**config.mk**
```make
export PLATFORM = sky130hd
export DESIGN_NAME = seg_display_arbiter
export DESIGN_NICKNAME = d
export VERILOG_FILES = /design/src/rtl/seg_display_arbiter.sv
export SDC_FILE = /design/constraint.sdc
export NUM_CORES = 1
export LEC_CHECK = 0
export ABC_AREA = 0
export BUFFER_PORTS_ARGS = -buffer_cell sky130_fd_sc_hd__buf_2
export CELL_PAD_IN_SITES_DETAIL_PLACEMENT = 2
export CELL_PAD_IN_SITES_GLOBAL_PLACEMENT = 2
export CORE_MARGIN = 1
export CORE_UTILIZATION = 35
export CTS_BUF_LIST = sky130_fd_sc_hd__clkbuf_16
export DETAILED_ROUTE_END_ITERATION = 6
export GPL_ROUTABILITY_DRIVEN = 0
export GPL_TIMING_DRIVEN = 0
export PLACE_DENSITY_LB_ADDON = 0.1
export SLEW_MARGIN = 20
export SYNTH_ARGS = -nofsm -noshare
export SYNTH_HDL_FRONTEND = slang
export SYNTH_SLANG_ARGS = --single-unit
```
**constraint.sdc**
```tcl
create_clock -name i_Clk -period 2.4 [get_ports i_Clk]
set_input_delay 0.36 -clock i_Clk [delete_from_list [all_inputs] [get_ports i_Clk]]
set_output_delay 0.36 -clock i_Clk [all_outputs]
set_load 0.01 [all_outputs]
```
**src/rtl/seg_display_arbiter.sv**
```systemverilog
// seg_display_arbiter: shares the two-digit seven-segment display between two
// value sources. Round-robin grant, minimum hold time, blanking gap between owners.
// Optional macro SEG_ARB_BCD_CHECK_EN: nibbles above 9 are clamped to 9 and
// flagged on o_Range_Err; without it nibbles pass straight through.
module seg_display_arbiter #(
  parameter int HOLD_CYCLES  = 25000000,
  parameter int BLANK_CYCLES = 2500000
) (
  input  logic       i_Clk,
  input  logic       i_Reset,
  input  logic [1:0] i_Req,
  input  logic [7:0] i_Value_0,
  input  logic [7:0] i_Value_1,
  output logic [1:0] o_Grant,
  output logic [3:0] o_Tens,
  output logic [3:0] o_Ones,
  output logic       o_Blank,
  output logic       o_Range_Err
);

  localparam int HOLD_W  = (HOLD_CYCLES  > 1) ? $clog2(HOLD_CYCLES)  : 1;
  localparam int BLANK_W = (BLANK_CYCLES > 1) ? $clog2(BLANK_CYCLES) : 1;
  localparam logic [HOLD_W-1:0]  HOLD_MAX  = HOLD_W'(HOLD_CYCLES - 1);
  localparam logic [BLANK_W-1:0] BLANK_MAX = BLANK_W'(BLANK_CYCLES - 1);

  typedef enum logic [1:0] {
    IDLE = 2'd0,
    OWN  = 2'd1,
    GAP  = 2'd2
  } state_t;

  state_t             r_State;
  state_t             w_NextState;
  logic               r_Owner;
  logic               w_NextOwner;
  logic               r_Ptr;
  logic               w_NextPtr;
  logic [HOLD_W-1:0]  r_Hold;
  logic [HOLD_W-1:0]  w_NextHold;
  logic [BLANK_W-1:0] r_Gap;
  logic [BLANK_W-1:0] w_NextGap;

  logic [1:0]         r_Grant;
  logic [3:0]         r_Tens;
  logic [3:0]         r_Ones;
  logic               r_Blank;

  logic [7:0]         w_OwnerValue;
  logic [3:0]         w_TensIn;
  logic [3:0]         w_OnesIn;
  logic               w_Load;

  // Next-state logic: arbitration in IDLE, hold/release decisions in OWN, blank timing in GAP
  always_comb begin
    w_NextState = r_State;
    w_NextOwner = r_Owner;
    w_NextPtr   = r_Ptr;
    w_NextHold  = r_Hold;
    w_NextGap   = r_Gap;
    case (r_State)
      IDLE: begin
        if (i_Req != 2'b00) begin
          w_NextState = OWN;
          w_NextHold  = '0;
          if (i_Req == 2'b11) begin
            w_NextOwner = r_Ptr;
          end else begin
            w_NextOwner = i_Req[1];
          end
          w_NextPtr = ~w_NextOwner;
        end
      end
      OWN: begin
        if (!i_Req[r_Owner]) begin
          w_NextState = GAP;
          w_NextGap   = '0;
        end else if (r_Hold == HOLD_MAX) begin
          if (i_Req[~r_Owner]) begin
            w_NextState = GAP;
            w_NextGap   = '0;
          end
        end else begin
          w_NextHold = r_Hold + 1'b1;
        end
      end
      GAP: begin
        if (r_Gap == BLANK_MAX) begin
          w_NextState = IDLE;
        end else begin
          w_NextGap = r_Gap + 1'b1;
        end
      end
      default: begin
        w_NextState = IDLE;
      end
    endcase
  end

  // Digits are captured on every edge that leaves the arbiter owned by a source
  always_comb begin
    w_OwnerValue = w_NextOwner ? i_Value_1 : i_Value_0;
    w_Load       = (w_NextState == OWN);
  end

`ifdef SEG_ARB_BCD_CHECK_EN
  logic w_TensBad;
  logic w_OnesBad;
  logic r_RangeErr;

  // Clamp non-BCD nibbles to 9 before they reach the converters
  always_comb begin
    w_TensBad = (w_OwnerValue[7:4] > 4'd9);
    w_OnesBad = (w_OwnerValue[3:0] > 4'd9);
    w_TensIn  = w_TensBad ? 4'd9 : w_OwnerValue[7:4];
    w_OnesIn  = w_OnesBad ? 4'd9 : w_OwnerValue[3:0];
  end

  // Flag a clamped digit in the same cycle it appears on the outputs
  always_ff @(posedge i_Clk or posedge i_Reset) begin
    if (i_Reset) begin
      r_RangeErr <= 1'b0;
    end else begin
      r_RangeErr <= w_Load & (w_TensBad | w_OnesBad);
    end
  end

  assign o_Range_Err = r_RangeErr;
`else
  // Nibbles pass through untouched when checking is not built in
  always_comb begin
    w_TensIn = w_OwnerValue[7:4];
    w_OnesIn = w_OwnerValue[3:0];
  end

  assign o_Range_Err = 1'b0;
`endif

  // State register with counters and round-robin pointer
  always_ff @(posedge i_Clk or posedge i_Reset) begin
    if (i_Reset) begin
      r_State <= IDLE;
      r_Owner <= 1'b0;
      r_Ptr   <= 1'b0;
      r_Hold  <= '0;
      r_Gap   <= '0;
    end else begin
      r_State <= w_NextState;
      r_Owner <= w_NextOwner;
      r_Ptr   <= w_NextPtr;
      r_Hold  <= w_NextHold;
      r_Gap   <= w_NextGap;
    end
  end

  // Registered outputs: grant and blank follow the next state, digits hold outside ownership
  always_ff @(posedge i_Clk or posedge i_Reset) begin
    if (i_Reset) begin
      r_Grant <= 2'b00;
      r_Blank <= 1'b1;
      r_Tens  <= 4'd0;
      r_Ones  <= 4'd0;
    end else begin
      r_Grant <= w_Load ? (w_NextOwner ? 2'b10 : 2'b01) : 2'b00;
      r_Blank <= ~w_Load;
      if (w_Load) begin
        r_Tens <= w_TensIn;
        r_Ones <= w_OnesIn;
      end
    end
  end

  assign o_Grant = r_Grant;
  assign o_Tens  = r_Tens;
  assign o_Ones  = r_Ones;
  assign o_Blank = r_Blank;

endmodule

```
# [After elaboration in Yosys (flattened, before gate mapping)]
# Index checks and enable logic that the tools add are counted.
[word_totals] ff_bits=62 latch_bits=0 ramBits=0 romBits=0 elab_cells=62 mem_count=0
[classes] addsub=2 n_mul=0 div_mod_pow=0 n_lt_le_gt_ge=2 eq_ne=12 n_shift=0 mux=27 bitwise=3 reduce_logical=7
[ops] cell="22-bit 2-to-1 mux" count=4
[ops] cell="25-bit 2-to-1 mux" count=3
[ops] cell="25-bit case mux with 2 select lines" count=1
[ops] cell="22-bit case mux with 2 select lines" count=1
[ops] cell="25-bit by 1-bit adder with 25-bit output, second input constant" count=1
[ops] cell="25-bit == test, second input constant" count=1
[ops] cell="22-bit by 1-bit adder with 22-bit output, second input constant" count=1
[ops] cell="22-bit == test, second input constant" count=1
[ops] cell="2-bit 2-to-1 mux" count=7
[ops] cell="1-bit 2-to-1 mux" count=9
[ops] cell="8-bit 2-to-1 mux" count=1
[ops] cell="2-bit != test, second input constant" count=4
[ops] cell="4-bit AND reduction" count=2
[ops] cell="3-bit != test, second input constant" count=2
[ops] cell="2-bit case mux with 3 select lines" count=1
[ops] cell="2-bit nonzero test" count=3
[ops] cell="2-bit by 1-bit == test with 1-bit output, second input constant" count=2
[ops] cell="2-bit == test, second input constant" count=2
[ops] cell="1-bit by 2-bit < comparator with 1-bit output, second input constant" count=2
[ops] cell="1-bit NOT" count=3
[ops] cell="2-bit zero test" count=1
[ops] cell="2-bit AND reduction" count=1

# [Logic depth before layout (Yosys ltp)]
[depth] ltp_word=9 mapped_depth=7 depth_no_buf=6

# [Worst setup path before layout]
# No wires, ideal clock.
[synth_path] kind="register to register" start="reg r_Hold[0]" end="reg r_Ones[0] (netlist: o_Ones[0])" setup_ns=0.125 arrival_time_ns=1.805 t_required_ns=2.275 slack_ns=0.471 stages_incl_launch_ff=8 n_path_buf=1 synth_period_minus_slack_ns=1.929 path_cell_list="dfrtp_1 > ha_1 > nand2_1 > and4bb_2 > nand3_1 > o21ai_1 > buf_4 > mux2_2"
[synth_between] elab_chain_cells=5
[synth_lines] element="start: declaration" line_no="38" text="logic [HOLD_W-1:0] r_Hold;"
[synth_lines] element="start signal: assignment" line_no="150" text="r_Hold <= w_NextHold;"
[synth_lines] element="25-bit == test" line_no="77" text="end else if (r_Hold == HOLD_MAX) begin"
[synth_lines] element="2-bit 2-to-1 mux" line_no="77"
[synth_lines] element="2-bit 2-to-1 mux" line_no="74" text="if (!i_Req[r_Owner]) begin"
[synth_lines] element="2-bit case mux with 3 select lines" line_no="60" text="case (r_State)"
[synth_lines] element="2-bit by 1-bit == test with 1-bit output" line_no="102" text="w_Load = (w_NextState == OWN);"
[synth_lines] element="end signal: assignment" line_no="167" text="r_Ones <= w_OnesIn;"
[synth_lines] element="end: declaration" line_no="45" text="logic [3:0] r_Ones;"
# Every way passes these cells.
# A chain may end at the register's enable or synchronous reset.

# [Final worst setup path]
[layout_path] start="reg r_Owner" end="reg r_Hold[24]"
[layout_between] elab_chain_cells=4
[layout_lines] element="start: declaration" line_no="34" text="logic r_Owner;"
[layout_lines] element="start signal: assignment" line_no="148" text="r_Owner <= w_NextOwner;"
[layout_lines] element="1-bit 2-to-1 mux (implied by the code) (2 in series)" line_no="74"
[layout_lines] element="2-bit != test (no line)"
[layout_lines] element="4-bit AND reduction (no line)"
# Every way passes these cells. The select of a mux whose other input is x is not followed.

==> reports/qor.csv <==
metric,value,unit
critical path launch point type,flip-flop,
Final Hold Viols,0,
ratio of cells with drive above 1 in the final layout,21.8,%
Top Ports,32,
"EDFF count, synth",0,
post-synthesis mux area share,6.45,%
endpoints failing setup,0,
Synthesis Warnings,0,
CP arrival,2.43,ns
Layout Nets,379,
clock buffer count from CTS,9,
RSZ-0062 raised after global routing,no,
Layout area overhead,18.2,%
Max Clk Rate,456,MHz
critical path's slowest cell,a2111oi_4,
antenna violations before repair,0,
Final Critical Period,2.19,ns
GRT Total Usage,19.0,%
vias in the first global route,2829,
I/O Buffers,28,
Worst Skew,0.00623,ns
final total power,3.42,mW
aggregate global routing overflow,0,
synthesis-stage register bit count,62,
clock sinks,62,
outcome,finished clean,
main combinational cell family by area after synthesis,simple AND/OR/NAND/NOR gates,
Mapped Area,0.00318,sq mm
antenna cell count,0,
kind of end point of the critical path,flip-flop,
CP Cell Sequence,"mux2i_2, a2111oi_4, nand3_2, or3_1, a21oi_1",
Setup TNS,0,ns
"Slew Viols, Final",0,
post-CTS setup buffers,0,
CP required,2.64,ns
Post-DP HPWL,5.57,mm
post-synthesis compound-gate area fraction,8.45,%
syn nets,339,
"Reg clk slew, reported paths",0.05,ns
Peak VDD IR,431,uV
DRC,0,
r2r setup slk,0.21,ns
Core Region,0.00876,sq mm
final-layout fill cell count,947,
crit-path max cell delay,0.73,ns
Slew HR,52.0,%
worst min path class,in -> reg,
Synth Area in XOR/XNOR,9.36,%
Worst Hold Slack,0.313,ns
syn_area_per_cell,10.0,sq um
"Top FF cell, synth",dfrtp_1,
CP Class,reg -> reg,
PD cells,909,mW/mm^2
via count,2538,
clock tree buffer depth,2,
crit-path max FO,10,
Mapped Cells,317,
biggest area consumer among synthesized cells,dfrtp_1,
WL final,8.14,mm
pin count of the biggest net entering global routing,45,
1st-iter DRT viols,92,
register area share after synthesis,48.8,%
Tcrit/Tclk final,91.4,%
# rows,34,
first-pass GRT wire length,14.3,mm
WL/cell,17.3,um
die area,0.00948,sq mm
CTS Root Cell,clkbuf_16,
post-synthesis simple-gate area fraction,23.2,%
vias per cell,5.40,
DIE HEIGHT,97.3,um
leading post-synthesis cells by cell area,"dfrtp_1, xor2_1, mux2_2, nor2_1, nand3_1",
drt pass-1 iters,4,
max-cap violations,0,
Post-Synth Adder-Cell Area,0.786,%
leakage,1.66,nW
Die Wd,97.3,um
Clock Latency Late Sink,0.33,ns
library cells used by synthesis,48,
share of Yosys cell area claimed by the top area cell type,48.0,%
worst-margin pin slew,0.720,ns
antenna-violating nets left,0,
Initial Util,36.3,%
Synth async-reset ratio,100,%
CTS tree,built,
# H-tree levels,3,
critical path, delay by kind of cell, from the launching register on:
kind            cells  cell delay, ns
mux                 1            0.20
simple gates        2            0.61
compound gates      2            0.90
flops               1            0.39
layout make-up:
class / instances / area (sq um) / area share (%)
plain buffers: 12 / 65.1 / 1.73
clock buffers: 9 / 225 / 5.99
clock inverters: 7 / 33.8 / 0.898
inverters: 6 / 25.0 / 0.665
multi-input cells: 236 / 1550 / 41.1
flip-flops and latches: 62 / 1550 / 41.3
well taps: 108 / 135 / 3.59
repair buffers: 30 / 178 / 4.72
cell usage in the layout (no fill, tap or decap), types with 4 or more instances in the layout:
master,n
dfrtp_1,61
nor2_1,47
buf_2,30
xor2_1,24
nand2_1,20
nand3_1,19
mux2_2,17
nand4_1,13
o21ai_0,12
xnor2_1,10
clkbuf_16,9
and3_1,7
and4_1,7
inv_1,7
a21oi_1,6
nor3_1,5
buf_4,4
or3_1,4
o211ai_1,4
worst paths after layout:
kind / from / depth (start not counted) / endpoint
max reg2reg: r_Owner / 5 / r_Hold[24]
max in group asynchronous: i_Reset / 4 / r_Owner
min in group asynchronous: i_Reset / 3 / r_Gap[11]
max: r_Owner / 5 / r_Hold[24]
min reg2reg: r_Ptr / 1 / r_Ptr
min: i_Req[1] / 2 / r_Ptr
synthesized netlist by cell type, types with 2 or more instances:
cell type / instances
o21ai_1: 2
and3_1: 7
a31oi_1: 3
buf_4: 4
nor3_2: 2
or3_1: 4
inv_1: 6
xnor2_1: 10
nand2_1: 20
o211ai_1: 4
nor4_1: 2
o21bai_1: 2
nand2b_1: 2
a21oi_1: 7
clkbuf_1: 6
ha_1: 2
mux2_2: 17
and4_1: 7
buf_2: 2
nor2_1: 47
xor2_1: 24
a211oi_1: 2
nor4b_1: 2
nor3_1: 5
o21ai_0: 12
dfrtp_1: 61
nor2b_1: 3
nand4_1: 13
nand3_1: 19
and4b_1: 2
sequential cells by signal, summed over array words and instances (netlist names):
| signal | flops |
|---|---|
| r_Ptr | 1 |
| o_Ones | 4 |
| o_Blank | 1 |
| o_Tens | 4 |
| r_State | 2 |
| r_Owner | 1 |
| r_Hold | 25 |
| r_Gap | 22 |
| o_Grant | 2 |
per-layer routing:
layer	share of wire [%]	track usage [%]	wire length, um
met5	0	0	0
met4	1.3	6.67	103
met3	2.7	4.17	219
met2	50	31.6	4040
met1	46	24.4	3780
kinds of logic (layout without fill, tap and decap cells):
kind of cell / after synthesis / in the layout
muxes: 18 / 18
adders and majority gates: 2 / 2
AOI/OAI and AO/OA: 40 / 40
xor gates and xnor gates: 34 / 34
other: 1 / 1
DFF: 62 / 62
buffers and inverters: 19 / 64
and+or+nand+nor: 141 / 141
where the power goes:
part | switching, mW | internal [mW] | leakage [nW] | total (mW)
Clock | 0.463 | 0.681 | 0.135 | 1.14
Combinational | 0.544 | 0.400 | 0.692 | 0.945
Sequential | 0.113 | 1.22 | 0.830 | 1.33
stage by stage:
step | util [%] | area, sq um | instances | setup WS, ns
6_report | 42.9 | 3760 | 470 | 0.206
3_5_place_dp | 39.8 | 3490 | 454 | 0.105
4_1_cts | 42.9 | 3760 | 471 | 0.0917
3_3_place_gp | 39.4 | 3460 | 453 | -0.453
2_1_floorplan | - | 3180 | 317 | 0.471
5_1_grt | 42.9 | 3760 | 470 | 0.0374
what timing repair did:
| action | 4_1_cts | 5_1_grt |
|---|---|---|
| endpoints found under the hold margin | 17 | 0 |
| hold buffers | 1 | 0 |
| gates resized for setup | 0 | 6 |
| endpoints found under the setup margin | 0 | 27 |
No activity file was read; power rests on OpenSTA's default activity.
